**config.mk**
```make
export PLATFORM = sky130hd
export DESIGN_NAME = vga_timing_gen
export DESIGN_NICKNAME = d
export VERILOG_FILES = /design/src/rtl/vga_timing_gen.sv
export SDC_FILE = /design/constraint.sdc
export NUM_CORES = 1
export LEC_CHECK = 0
export CORE_UTILIZATION = 45
export CTS_BUF_LIST = sky130_fd_sc_hd__clkbuf_8
export DETAILED_ROUTE_END_ITERATION = 8
export GPL_TIMING_DRIVEN = 0
export PLACE_DENSITY = 0.7
export SLEW_MARGIN = 10
export SYNTH_ARGS = -nofsm -noshare
export SYNTH_HDL_FRONTEND = slang
export SYNTH_SLANG_ARGS = --single-unit
export TNS_END_PERCENT = 100
```
**constraint.sdc**
```tcl
create_clock -name Clock -period 7.7 [get_ports Clock]
set_clock_uncertainty 0.1 [all_clocks]
set_input_delay 1.155 -clock Clock [delete_from_list [all_inputs] [get_ports Clock]]
set_output_delay 1.155 -clock Clock [all_outputs]
set_load 0.01 [all_outputs]
```
**src/rtl/vga_timing_gen.sv**
```systemverilog
// Parametrised VGA timing generator: pixel-clock divider, H/V counters,
// registered blank/sync decode and line/frame strobes with run/drain control.
module vga_timing_gen #(
   parameter int H_ACTIVE  = 640,
   parameter int H_FP      = 16,
   parameter int H_SYNC    = 96,
   parameter int H_BP      = 48,
   parameter int V_ACTIVE  = 480,
   parameter int V_FP      = 10,
   parameter int V_SYNC    = 2,
   parameter int V_BP      = 33,
   parameter int HSYNC_POL = 0,
   parameter int VSYNC_POL = 0,
   parameter int CLK_DIV   = 2,
   parameter int CNT_W     = 10
) (
   input  logic             Clock,
   input  logic             reset,
   input  logic             run,
   output logic             pix_en,
   output logic [CNT_W-1:0] posX,
   output logic [CNT_W-1:0] posY,
   output logic             blank,
   output logic             Hsinc,
   output logic             Vsinc,
   output logic             line_start,
   output logic             frame_start,
   output logic             busy
);

   localparam int H_TOTAL = H_ACTIVE + H_FP + H_SYNC + H_BP;
   localparam int V_TOTAL = V_ACTIVE + V_FP + V_SYNC + V_BP;
   localparam int DIV_W   = (CLK_DIV > 1) ? $clog2(CLK_DIV) : 1;

   localparam logic [DIV_W-1:0] DIV_LAST = DIV_W'(CLK_DIV - 1);
   localparam logic [CNT_W-1:0] H_LAST   = CNT_W'(H_TOTAL - 1);
   localparam logic [CNT_W-1:0] V_LAST   = CNT_W'(V_TOTAL - 1);
   localparam logic [CNT_W:0]   H_ACT_W  = (CNT_W+1)'(H_ACTIVE);
   localparam logic [CNT_W:0]   V_ACT_W  = (CNT_W+1)'(V_ACTIVE);
   localparam logic [CNT_W:0]   HS_BEG   = (CNT_W+1)'(H_ACTIVE + H_FP);
   localparam logic [CNT_W:0]   HS_END   = (CNT_W+1)'(H_ACTIVE + H_FP + H_SYNC);
   localparam logic [CNT_W:0]   VS_BEG   = (CNT_W+1)'(V_ACTIVE + V_FP);
   localparam logic [CNT_W:0]   VS_END   = (CNT_W+1)'(V_ACTIVE + V_FP + V_SYNC);
   localparam logic             HS_ON    = (HSYNC_POL != 0);
   localparam logic             VS_ON    = (VSYNC_POL != 0);

   typedef enum logic [1:0] {IDLE, RUN, DRAIN} state_t;

   state_t           state, state_n;
   logic [DIV_W-1:0] div_cnt;
   logic [CNT_W-1:0] x_n, y_n;
   logic             line_n, frame_n, blank_n, hs_n, vs_n;

   assign pix_en = (div_cnt == DIV_LAST);
   assign busy   = (state != IDLE);

   // Next-state, counter advance and decode of the values the registers will hold,
   // so every registered output lines up with the posX/posY it describes.
   always_comb begin
      state_n = state;
      x_n     = posX;
      y_n     = posY;
      line_n  = 1'b0;
      frame_n = 1'b0;
      case (state)
         IDLE: begin
            if (pix_en && run) begin
               state_n = RUN;
               line_n  = 1'b1;
               frame_n = 1'b1;
            end
         end
         RUN, DRAIN: begin
            state_n = run ? RUN : DRAIN;
            if (pix_en) begin
               if (posX == H_LAST) begin
                  x_n    = '0;
                  line_n = 1'b1;
                  if (posY == V_LAST) begin
                     y_n = '0;
                     if (run) frame_n = 1'b1;
                     else     state_n = IDLE;
                  end else begin
                     y_n = posY + 1'b1;
                  end
               end else begin
                  x_n = posX + 1'b1;
               end
            end
         end
         default: state_n = IDLE;
      endcase

      blank_n = !(({1'b0, x_n} < H_ACT_W) && ({1'b0, y_n} < V_ACT_W));
      hs_n    = (({1'b0, x_n} >= HS_BEG) && ({1'b0, x_n} < HS_END)) ? HS_ON : !HS_ON;
      vs_n    = (({1'b0, y_n} >= VS_BEG) && ({1'b0, y_n} < VS_END)) ? VS_ON : !VS_ON;
      if (state_n == IDLE) begin
         blank_n = 1'b1;
         hs_n    = !HS_ON;
         vs_n    = !VS_ON;
      end
   end

   always_ff @(posedge Clock) begin
      if (reset) begin
         state       <= IDLE;
         div_cnt     <= '0;
         posX        <= '0;
         posY        <= '0;
         blank       <= 1'b1;
         Hsinc       <= !HS_ON;
         Vsinc       <= !VS_ON;
         line_start  <= 1'b0;
         frame_start <= 1'b0;
      end else begin
         state       <= state_n;
         div_cnt     <= pix_en ? '0 : div_cnt + 1'b1;
         posX        <= x_n;
         posY        <= y_n;
         blank       <= blank_n;
         Hsinc       <= hs_n;
         Vsinc       <= vs_n;
         line_start  <= line_n;
         frame_start <= frame_n;
      end
   end

endmodule
```
* After elaboration in Yosys (flattened, before gate mapping) *
Index checks and enable logic that the tools add are counted.

storage, ports and cells
  register bits = 28
  bits in latches = 0
  RAM bits = 0
  bits in read-only memories = 0
  bits of input ports = 3
  logic and storage cells = 58
  memories kept = 0

operators by class
  add/subtract/negate cells = 3
  multiply operators = 0
  div/mod/pow operators = 0
  $lt $le $gt $ge = 6
  equal/unequal tests = 4
  shift operators = 0
  mux-type cells = 25
  bitwise gates (word level) = 0
  reductions and logical operators = 11

operators with widths
  operator                 number
  $mux W10                 7
  $add A10 B1 Y10 const B  2
  $eq A10 B10 Y1 const B   2
  $lt A10 B10 Y1 const B   2
  $lt A10 B9 Y1 const B    2
  $mux W2                  6
  $ge A10 B10 Y1 const B   1
  $ge A10 B9 Y1 const B    1
  $mux W1                  9
  $reduce_or A2 Y1         3
  $logic_and A1 B1 Y1      4
  $logic_not A2 Y1         2
  $pmux W1 S2              2
  $pmux W2 S2              1
  $eq A2 B1 Y1 const B     1
  $eq A2 B2 Y1 const B     1
  $reduce_bool A2 Y1       1
  $add A1 B1 Y1 const B    1
  $logic_not A1 Y1         1

* Depth between registers and ports, before layout *
Gate-level depths: netlist of the first run.

  word-level depth = 8
  depth in mapped cells = 10

* Worst setup path after synthesis of the first run *
No wires, ideal clock.

  path kind = input-to-reg
  start point = input reset
  end point = register blank
  library setup time = 127 ps
  arrival = 2354 ps
  required time = 7473 ps
  slack = 5118 ps
  cell stages on the path = 6
  buffers on the path = 1
  cells stage by stage = or2_2 -> clkbuf_1 -> o21ai_0 -> o21ai_0 -> a221oi_2 -> or3b_1

between the ends
  word-level cells in the longest chain between the ends = 1

RTL lines
  element                            RTL line  source
  start, declared                    18        input logic reset,
  $reduce_or A2 Y1 (no source line)  --
  end signal, assigned               120       blank <= blank_n;
  end, declared                      23        output logic blank,

No other way between the ends.
A chain may end at the register's enable or synchronous reset.

* Worst setup path in the final report of the first run *
Same ends and word-level chain as after synthesis.

==> results of run 1 <==
worst register-to-register path, delay by kind of cell, from the launching register on:
| family | cells | cell delay, ns |
|---|---|---|
| buffers and inverters | 3 | 0.62 |
| adder cells (fa/ha/maj) | 1 | 0.27 |
| AO/OA/AOI/OAI | 2 | 0.43 |
| AND/OR/NAND/NOR | 3 | 1.00 |
| flip-flops | 1 | 0.40 |
final cells by class:
| class | instances | area [um^2] |
|---|---|---|
| well taps | 46 | 57.6 |
| multi-input cells | 149 | 980 |
| flip-flops and latches | 28 | 561 |
| fillers | 324 | 1380 |
| clock buffers | 4 | 55.1 |
| repair buffers | 29 | 290 |
| plain buffers | 11 | 56.3 |
| inverters | 9 | 33.8 |
synthesized netlist by cell type, types with 6 or more instances:
cell type,instances,area share
nand3_1,9,0.028
nand4_1,10,0.038
xnor2_1,8,0.043
dfxtp_1,28,0.34
inv_1,9,0.021
nand2_1,14,0.032
nor2_1,26,0.060
o21ai_0,6,0.018
clkbuf_1,8,0.018
a21oi_1,11,0.034
metrics by stage:
step           worst slack, ns  cells  utilization  cell area (um^2)  power, uW
2_1_floorplan             5.12    197            -              1630        180
3_3_place_gp              4.26    272        0.579              1980        196
3_5_place_dp              4.27    272        0.579              1980        196
4_1_cts                   4.56    276        0.595              2030        286
5_1_grt                   4.37    276        0.595              2030        297
6_report                  4.55    276        0.595              2030        284
worst paths after layout:
kind / end / cells after the start / startpoint
worst max register to register: blank / 9 / state[0]
worst min-delay path: posX[1] / 2 / posX[1]
worst max-delay path: blank / 7 / reset
worst min register to register: posX[1] / 2 / posX[1]
flip-flops by register name (all words and copies together) (netlist names):
name and flops:
Vsinc 1, Hsinc 1, posY 10, state 2
frame_start 1, posX 10, blank 1, line_start 1
pix_en 1
metal layers:
metal | vias to the layer above | track usage | routed length [um]
met5 | - | 0 | 0
met4 | 0 | 0.0872 | 64
met3 | 7 | 0.0313 | 97
met2 | 28 | 0.323 | 1590
met1 | 688 | 0.238 | 1830
li1 | 770 | - | -
logic make-up (layout without fill, tap and decap cells):
family	Yosys count	count (layout)	share of synthesized area
buffers and inverters	20	53	0.0553
AOI/OAI and AO/OA	32	32	0.127
and+or+nand+nor	95	95	0.341
DFF	28	28	0.344
adders and majority gates	5	5	0.0384
muxes	4	4	0.0246
xor gates and xnor gates	13	13	0.0698
power by group through the flow:
| stage | clock (uW) | combinational [uW] | sequential [uW] |
|---|---|---|---|
| after global routing | 99.4 | 45.1 | 153 |
| after floorplan | 0 | 23.8 | 156 |
| after global placement | 0 | 40.4 | 155 |
| final | 91.3 | 40.4 | 152 |
| after CTS | 93.1 | 40.7 | 152 |
| after detailed placement | 0 | 40.4 | 155 |
==> metrics, run 1 <==
combinational power share=0.142; Critical Path Source Type=primary input; GPL Wtd Cong=0.920; Resized cells post-CTS=0; chip width=62.2 um; Switching Share=0.248; Routed WL=3580 um; Post-Syn Instances=197; status=complete, no violations; total gr overflow=0; # clock sinks=28; area delta synth->final=24.7%; mapped cell area=1630 um^2; WL/cell=13.0 um; Die ar.=3870 um^2; Main synth FF type=dfxtp_1; fin crit period=3.15 ns; Final Setup Violations=0; H-tree lvl count=1; Slew headroom=0.660; setup TNS=0 ns; TritonRoute pass-1 iters=4; final hold vios=0; Peak Freq=0.318 GHz; syn_area_per_cell=8.28 um^2; antenna violations before repair=0; Starting Density=0.477; Internal Power=214 uW; RSZ-0062 raised after global routing=false; Vias per Instance=5.41; Die Y=62.2 um; Post-synth ARST share=0; largest net degree at the start of global routing=16; ANT nets after route=0; DR vias=1493; CP most frequent cell=o21ai_0; Tightest Pin Transition=0.505 ns; Rows=21; final net count=239; post-DP HPWL=2650 um; number of buffer and inverter stages on the critical path=2; CTS Buf Count=3; Post-Syn Nets=205; critical path class=in2reg; clk_lat worst skew=0.27 ns; Min Hold Slack=0.402 ns; CTS root buffer=clkbuf_8; Hold Buf Count CTS=0; Hold WC Path Type=reg2reg; max-slew violation count=0; Yosys reg bits=28; worst path cell trace=clkdlybuf4s50_1 > or2_2 > clkbuf_1 > o21ai_0 > o21ai_0 > a221oi_2 > or3b_1; Post-synth EDFFs=0; vias in the first global route=1368; PwrDens=140 nW/um^2; layout cells sized above 1=0.0783; DRC viols=0; WP data required=7.76 ns; Core Area=3420 um^2; clk slew on worst S/H paths=0.09 ns; first-pass GRT wire length=6040 um; clock buffer depth=2; Clk network pwr share=0.322; GRT Resource Usage Total=0.192; commonest non-fill, non-tap cell in the layout=clkdlybuf4s50_1; Sw Pwr=70.3 uW; Reg power frac=0.536; most frequent cells in the layout=29 x clkdlybuf4s50_1, 28 x dfxtp_1, 26 x nor2_1, 14 x nand2_1, 11 x a21oi_1; number of DRC markers in iteration 0=85; Setup Fix Bufs, Post-CTS=0; Yosys cell types=46; Setup crit end kind=flip-flop; period utilization=0.409; maximum fanout along the worst path=7; Top Ports=30; sequential area share after synthesis=0.344; CP arrival=3.21 ns; I/O Buffers=29; max_cap viols=0; flop-to-flop setup slack=4.77 ns; Antenna Diode Count=0; synth warn=0; CP max stage cell=clkdlybuf4s50_1; cell family with most CP delay=simple AND/OR/NAND/NOR gates; largest stage delay on the critical path=0.54 ns; leak pwr=0.000700 uW; Peak VDD IR=82.7 uV; CTS tree=built
(Power assumes the default switching activity.)
==> inputs of run 2 (changes only) <==
--- a/config.mk
+++ b/config.mk
@@ -9,7 +9,7 @@
 export CTS_BUF_LIST = sky130_fd_sc_hd__clkbuf_8
 export DETAILED_ROUTE_END_ITERATION = 8
 export GPL_TIMING_DRIVEN = 0
-export PLACE_DENSITY = 0.7
+export PLACE_DENSITY = 0.73
 export SLEW_MARGIN = 10
 export SYNTH_ARGS = -nofsm -noshare
 export SYNTH_HDL_FRONTEND = slang
==> constraint.sdc (replaced) <==
create_clock -name Clock -period 2.8 [get_ports Clock]
set_clock_uncertainty 0.1 [all_clocks]
set_input_delay 0.42 -clock Clock [delete_from_list [all_inputs] [get_ports Clock]]
set_output_delay 0.42 -clock Clock [all_outputs]
set_load 0.01 [all_outputs]
==> run 2 against run 1 <==
Sequential power rose to 2.8 times the previous value. Flip-flop and latch count did not move. Die area did not move. Critical path depth rose by 2. Sequential share of layout area fell by 0.55 points. Count of clock-buffer cells in the layout fell by 1. Power rose to 3.1 times the previous value. Worst hold slack got worse by 0.0019 ns. Worst setup slack got worse by 4.3 ns. Cell count fell by 0.36%.
==> metrics, run 2 (same netlist as run 1, synthesis figures left out) <==
status=complete, no violations; Critical Path Source Type=flip-flop; maximum fanout along the worst path=10 (+3); Starting Density=0.477 (unchanged); Power, Total=867 uW (+210%); clock buffer depth=2 (unchanged); hold wc startpoint=posX[1]; r2r endpoint=Vsinc; placed cells=272 (unchanged); worst hold endpoint=posX[1]; period utilization=0.927; Peak VDD IR=312 uV (+280%); TritonRoute pass-1 iters=4 (unchanged); max_cap viols=0 (unchanged); vias in the first global route=1379 (+0.80%); first-pass GRT wire length=6110 um (+1.0%); I/O Buffers=29 (unchanged); GPL Wtd Cong=0.879 (-4.4%); final worst slack=0.205 ns (-4.35 ns); Setup Fix Bufs, Post-CTS=0 (unchanged); PwrDens=418 nW/um^2 (+200%); flop-to-flop setup slack=0.20 ns (-4.57 ns); worst r2r src=state[0]; CTS Buf Count=3 (unchanged); RSZ-0062 raised after global routing=false; ANT nets after route=0 (unchanged); Hold Crit Depth=2 (unchanged); leading registers by flop count=posX x10, posY x10, state x2; number of DRC markers in iteration 0=84 (-1.2%); Slew headroom=0.673 (+0.0128); post-DP HPWL=2550 um (-3.5%); antenna violations before repair=0 (unchanged); Fill cells=325 (+0.31%); Setup crit end kind=flip-flop; worst reg2reg path depth=9 (unchanged); placed inst area=1980 um^2 (unchanged); Die Y=62.2 um (unchanged); GRT Resource Usage Total=0.197 (+0.00521); area delta synth->final=27.2%; Rows=21 (unchanged); CTS root buffer=clkbuf_8; largest net degree at the start of global routing=17 (+1); # clock sinks=28 (unchanged); final net count=238 (-0.42%); CP arrival=2.66 ns (-0.55 ns); CTS tree=built; Finished Layout Cells=275 (-0.36%); H-tree lvl count=1 (unchanged); Antenna Diode Count=0 (unchanged); DRC viols=0 (unchanged); layout cells sized above 1=0.0873 (+0.00908); Vias per Instance=5.46 (+0.97%); commonest non-fill, non-tap cell in the layout=clkdlybuf4s50_1; clk_lat worst skew=0.28 ns (about the same); Die ar.=3870 um^2 (unchanged); Core Area=3420 um^2 (unchanged); clk slew on worst S/H paths=0.10 ns (about the same); critical path class=reg2reg; WP data required=2.87 ns (-4.89 ns); chip width=62.2 um (unchanged); Routed WL=3650 um (+1.9%); Min Hold Slack=0.400 ns (-0.00193 ns); DR vias=1502 (+0.60%); Top Ports=30 (unchanged); max-slew violation count=0 (unchanged); Post-Layout Inst Area=2070 um^2 (+2.0%); Hold WC Path Type=reg2reg; total gr overflow=0 (unchanged); Placement Setup Slack=-0.161 ns (-4.43 ns); Final Setup Violations=0 (unchanged); Tightest Pin Transition=0.491 ns (-0.0138 ns); most frequent cells in the layout=29 x clkdlybuf4s50_1, 28 x dfxtp_1, 26 x nor2_1, 14 x nand2_1, 11 x a21oi_1; Peak Freq=0.385 GHz; fin crit period=2.60 ns; WL/cell=13.3 um (+2.2%); final hold vios=0 (unchanged); leak pwr=0.000725 uW (+3.6%)
==> run 2: how the worst max path moves through the flow <==
stage / cells after the start / slack (ns) / startpoint / end
after floorplan: 10 / 0.24 / state[0] / blank
after global placement: 9 / -0.13 / state[0] / blank
after detailed placement: 9 / -0.16 / state[0] / blank
after CTS: 8 / 0.03 / state[0] / blank
after global routing: 9 / 0.05 / state[0] / Vsinc
final: 9 / 0.20 / state[0] / Vsinc
==> run 2: layout make-up <==
class | count | area, um^2 | share of cell area
Multi-Input combinational cell | 149 | 1010 | 0.486
Timing Repair Buffer | 29 | 290 | 0.140
Tap cell | 46 | 57.6 | 0.0277
Clock buffer | 3 | 41.3 | 0.0199
Inverter | 9 | 33.8 | 0.0163
Sequential cell | 28 | 561 | 0.270
Clock inverter | 1 | 30.0 | 0.0145
Buffer | 10 | 52.6 | 0.0253
==> run 2: per-stage QoR <==
step / util / setup TNS, ns
6_report: 0.607 / 0
5_1_grt: 0.607 / 0
4_1_cts: 0.601 / 0
3_5_place_dp: 0.579 / -0.218
3_3_place_gp: 0.579 / -0.142
2_1_floorplan: - / 0
==> run 2: where the power goes <==
part | internal (uW) | total [uW] | switching, uW
clock | 192 | 326 | 134
sequential | 410 | 418 | 8.48
combinational | 61.1 | 122 | 61.4
total | 663 | 867 | 204
==> run 2: repair_timing <==
action	in CTS	in global routing
gates resized for setup	1	3
setup endpoints to repair	2	2
hold buffers	0	0
gates cloned	0	0
pin swaps	0	1
==> run 2: per-layer routing <==
| layer | wire (um) | up-vias | track usage | share of wire |
|---|---|---|---|---|
| met1 | 1800 | 688 | 0.248 | 0.49 |
| met5 | 0 | - | 0 | 0 |
| met2 | 1620 | 39 | 0.319 | 0.44 |
| li1 | - | 768 | - | - |
| met4 | 59 | 0 | 0.0843 | 0.016 |
| met3 | 164 | 7 | 0.0478 | 0.045 |
==> run 2: worst max-delay path: stages (launching register included) <==
cell     delay (ns)
dfxtp_1        0.40
inv_1          0.09
ha_4           0.32
nand3_1        0.18
or4_4          0.58
buf_6          0.16
nor4_4         0.14
a21oi_2        0.08
nor4_4         0.32
nand4_1        0.11
==> inputs of run 3 (changes only) <==
--- a/config.mk
+++ b/config.mk
@@ -9,7 +9,7 @@
 export CTS_BUF_LIST = sky130_fd_sc_hd__clkbuf_8
 export DETAILED_ROUTE_END_ITERATION = 8
 export GPL_TIMING_DRIVEN = 0
-export PLACE_DENSITY = 0.73
+export PLACE_DENSITY = 0.7
 export SLEW_MARGIN = 10
 export SYNTH_ARGS = -nofsm -noshare
 export SYNTH_HDL_FRONTEND = slang
==> constraint.sdc (replaced) <==
create_clock -name Clock -period 2.9 [get_ports Clock]
set_clock_uncertainty 0.1 [all_clocks]
set_input_delay 0.435 -clock Clock [delete_from_list [all_inputs] [get_ports Clock]]
set_output_delay 0.435 -clock Clock [all_outputs]
set_load 0.01 [all_outputs]
==> run 3 against run 2 <==
Largest power group unchanged. Utilization is 1.2 points lower. Clock power is 26% lower. Combinational power is 9.8% lower. Flip-flop and latch count stayed put. Worst hold slack hardly changed. Worst setup slack worse by 0.020 ns. Count of clock-buffer cells in the layout is 1 higher. Routed wire length is 1.5% lower. First-iteration DRC count is 11% higher. Global-route usage is 0.52 points lower. Critical path type unchanged.
==> metrics, run 3 (same netlist as run 1, synthesis figures left out) <==
GPL Wtd Cong=0.920 (+4.6%); first-pass GRT wire length=6040 um (-1.0%); Final Setup Violations=0 (unchanged); most frequent cells in the layout=29 x clkdlybuf4s50_1, 28 x dfxtp_1, 26 x nor2_1, 14 x nand2_1, 11 x a21oi_1; Core Area=3420 um^2 (unchanged); Post-Layout Inst Area=2030 um^2 (-2.1%); area taken by multi-input logic gates=982 um^2 (-2.6%); period utilization=0.936 (+0.00929); worst path cell trace=inv_1 > ha_2 > nand3_1 > nor4_2 > buf_4 > o21ai_1 > a221oi_2 > or3b_1; Starting Density=0.477 (unchanged); antenna violations before repair=0 (unchanged); DR vias=1500 (-0.13%); clk slew on worst S/H paths=0.09 ns (about the same); largest net degree at the start of global routing=16 (-1); worst r2r src=state[0]; Fill cells=323 (-0.62%); H-tree lvl count=1 (unchanged); Hold WC Path Type=reg2reg; cell family with most CP delay=simple AND/OR/NAND/NOR gates; vias in the first global route=1366 (-0.94%); clock buffer depth=2 (unchanged); WL/cell=13.1 um (-1.5%); cell count along the critical path=8 (-1); max_cap viols=0 (unchanged); GR peak layer=met2; largest stage delay on the critical path=0.42 ns (-0.16 ns); final net count=238 (unchanged); Die ar.=3870 um^2 (unchanged); fin crit period=2.71 ns (+0.120 ns); Rows=21 (unchanged); number of buffer and inverter stages on the critical path=2 (unchanged); max-slew violation count=0 (unchanged); TritonRoute pass-1 iters=4 (unchanged); Register Area=561 um^2 (unchanged); clk_lat worst skew=0.27 ns (about the same); CTS root buffer=clkbuf_8; met1 Track Usage GR=0.238 (-0.00960); leak pwr=0.000698 uW (-3.8%); chip width=62.2 um (unchanged); CTS tree=built; total gr overflow=0 (unchanged); Critical Path Source Type=flip-flop; area delta synth->final=24.6%; CP max stage cell=ha_2; met3 usage=0.0313 (-0.0165); GRT Resource Usage Total=0.192 (-0.00521); leading registers by flop count=posX x10, posY x10, state x2; r2r endpoint=blank; critical path class=reg2reg; Tightest Pin Transition=0.503 ns (+0.0122 ns); status=complete, no violations; RSZ-0062 raised after global routing=false; # clock sinks=28 (unchanged); placed cells=272 (unchanged); GR met2 Demand/Resource=0.323 (+0.00412); worst reg2reg path depth=8 (-1); Hold Buf Count CTS=0 (unchanged); placed inst area=1980 um^2 (unchanged); WP data required=2.96 ns (+0.09 ns); Worst setup endpoint=blank; flop-to-flop setup slack=0.19 ns (-0.02 ns); CP arrival=2.77 ns (+0.11 ns); Vias per Instance=5.45 (-0.13%); Peak VDD IR=220 uV (-30%); final hold vios=0 (unchanged); DRC viols=0 (unchanged); post-DP HPWL=2650 um (+3.6%); CP startpoint=state[0]; maximum fanout along the worst path=10 (unchanged); Setup crit end kind=flip-flop; PwrDens=372 nW/um^2 (-11%); Finished Layout Cells=275 (unchanged); I/O Buffers=29 (unchanged); ANT nets after route=0 (unchanged); number of DRC markers in iteration 0=93 (+11%); final worst slack=0.185 ns (-0.0196 ns); Antenna Diode Count=0 (unchanged); Slew headroom=0.661 (-0.0117); Placement Setup Slack=-0.00672 ns (+0.154 ns); commonest non-fill, non-tap cell in the layout=clkdlybuf4s50_1; Die Y=62.2 um (unchanged); post-layout util=0.595 (-0.0125); Top Ports=30 (unchanged); Peak Freq=0.368 GHz (-4.4%); layout cells sized above 1=0.0830 (-0.00437); CTS Buf Count=3 (unchanged); Routed WL=3590 um (-1.5%)
run 3: what timing repair did:
action | 4_1_cts | 5_1_grt
setup buffers | 0 | 0
resized for setup | 0 | 1
setup endpoints to repair | 1 | 1
run 3: per-stage QoR:
step | setup TNS, ns | hold WS, ns | total power (uW)
5_1_grt | 0 | 0.450 | 792
2_1_floorplan | 0 | 0.404 | 478
6_report | 0 | 0.400 | 755
3_3_place_gp | -0.0238 | 0.403 | 520
3_5_place_dp | -0.00672 | 0.390 | 520
4_1_cts | 0 | 0.407 | 759
run 3: routing by layer:
metal	routed length [um]	share of wire
met1	1820	0.51
met2	1600	0.45
met3	106	0.030
met4	64	0.018
met5	0	0
run 3: worst register-to-register path, stage by stage, from the launching register on:
cell	delay [ns]
dfxtp_1	0.40
inv_1	0.06
ha_2	0.42
nand3_1	0.18
nor4_2	0.40
buf_4	0.24
o21ai_1	0.11
a221oi_2	0.31
or3b_1	0.38
run 3: layout make-up:
| cell class | instances | share of cell area |
|---|---|---|
| clock buffers | 4 | 0.0271 |
| flip-flops and latches | 28 | 0.276 |
| inverters | 9 | 0.0166 |
| well taps | 46 | 0.0283 |
| multi-input cells | 149 | 0.483 |
| plain buffers | 10 | 0.0259 |
| repair buffers | 29 | 0.143 |
run 3: how the worst min path moves through the flow:
stage | from | end | slack [ns] | depth (start not counted)
2_1_floorplan | state[1] | state[1] | 0.40 | 2
6_report | posX[1] | posX[1] | 0.40 | 2
3_5_place_dp | posX[1] | posX[1] | 0.39 | 2
4_1_cts | posX[1] | posX[1] | 0.41 | 2
5_1_grt | posX[1] | posX[1] | 0.45 | 2
3_3_place_gp | posX[1] | posX[1] | 0.40 | 2
run 3: report_power, final:
group | leakage [uW] | internal, uW | total, uW | switching, uW
registers | 0.000227 | 396 | 404 | 8.15
logic | 0.000443 | 52.4 | 110 | 57.2
clock network | 0.0000288 | 122 | 242 | 120
total | 0.000698 | 570 | 755 | 186
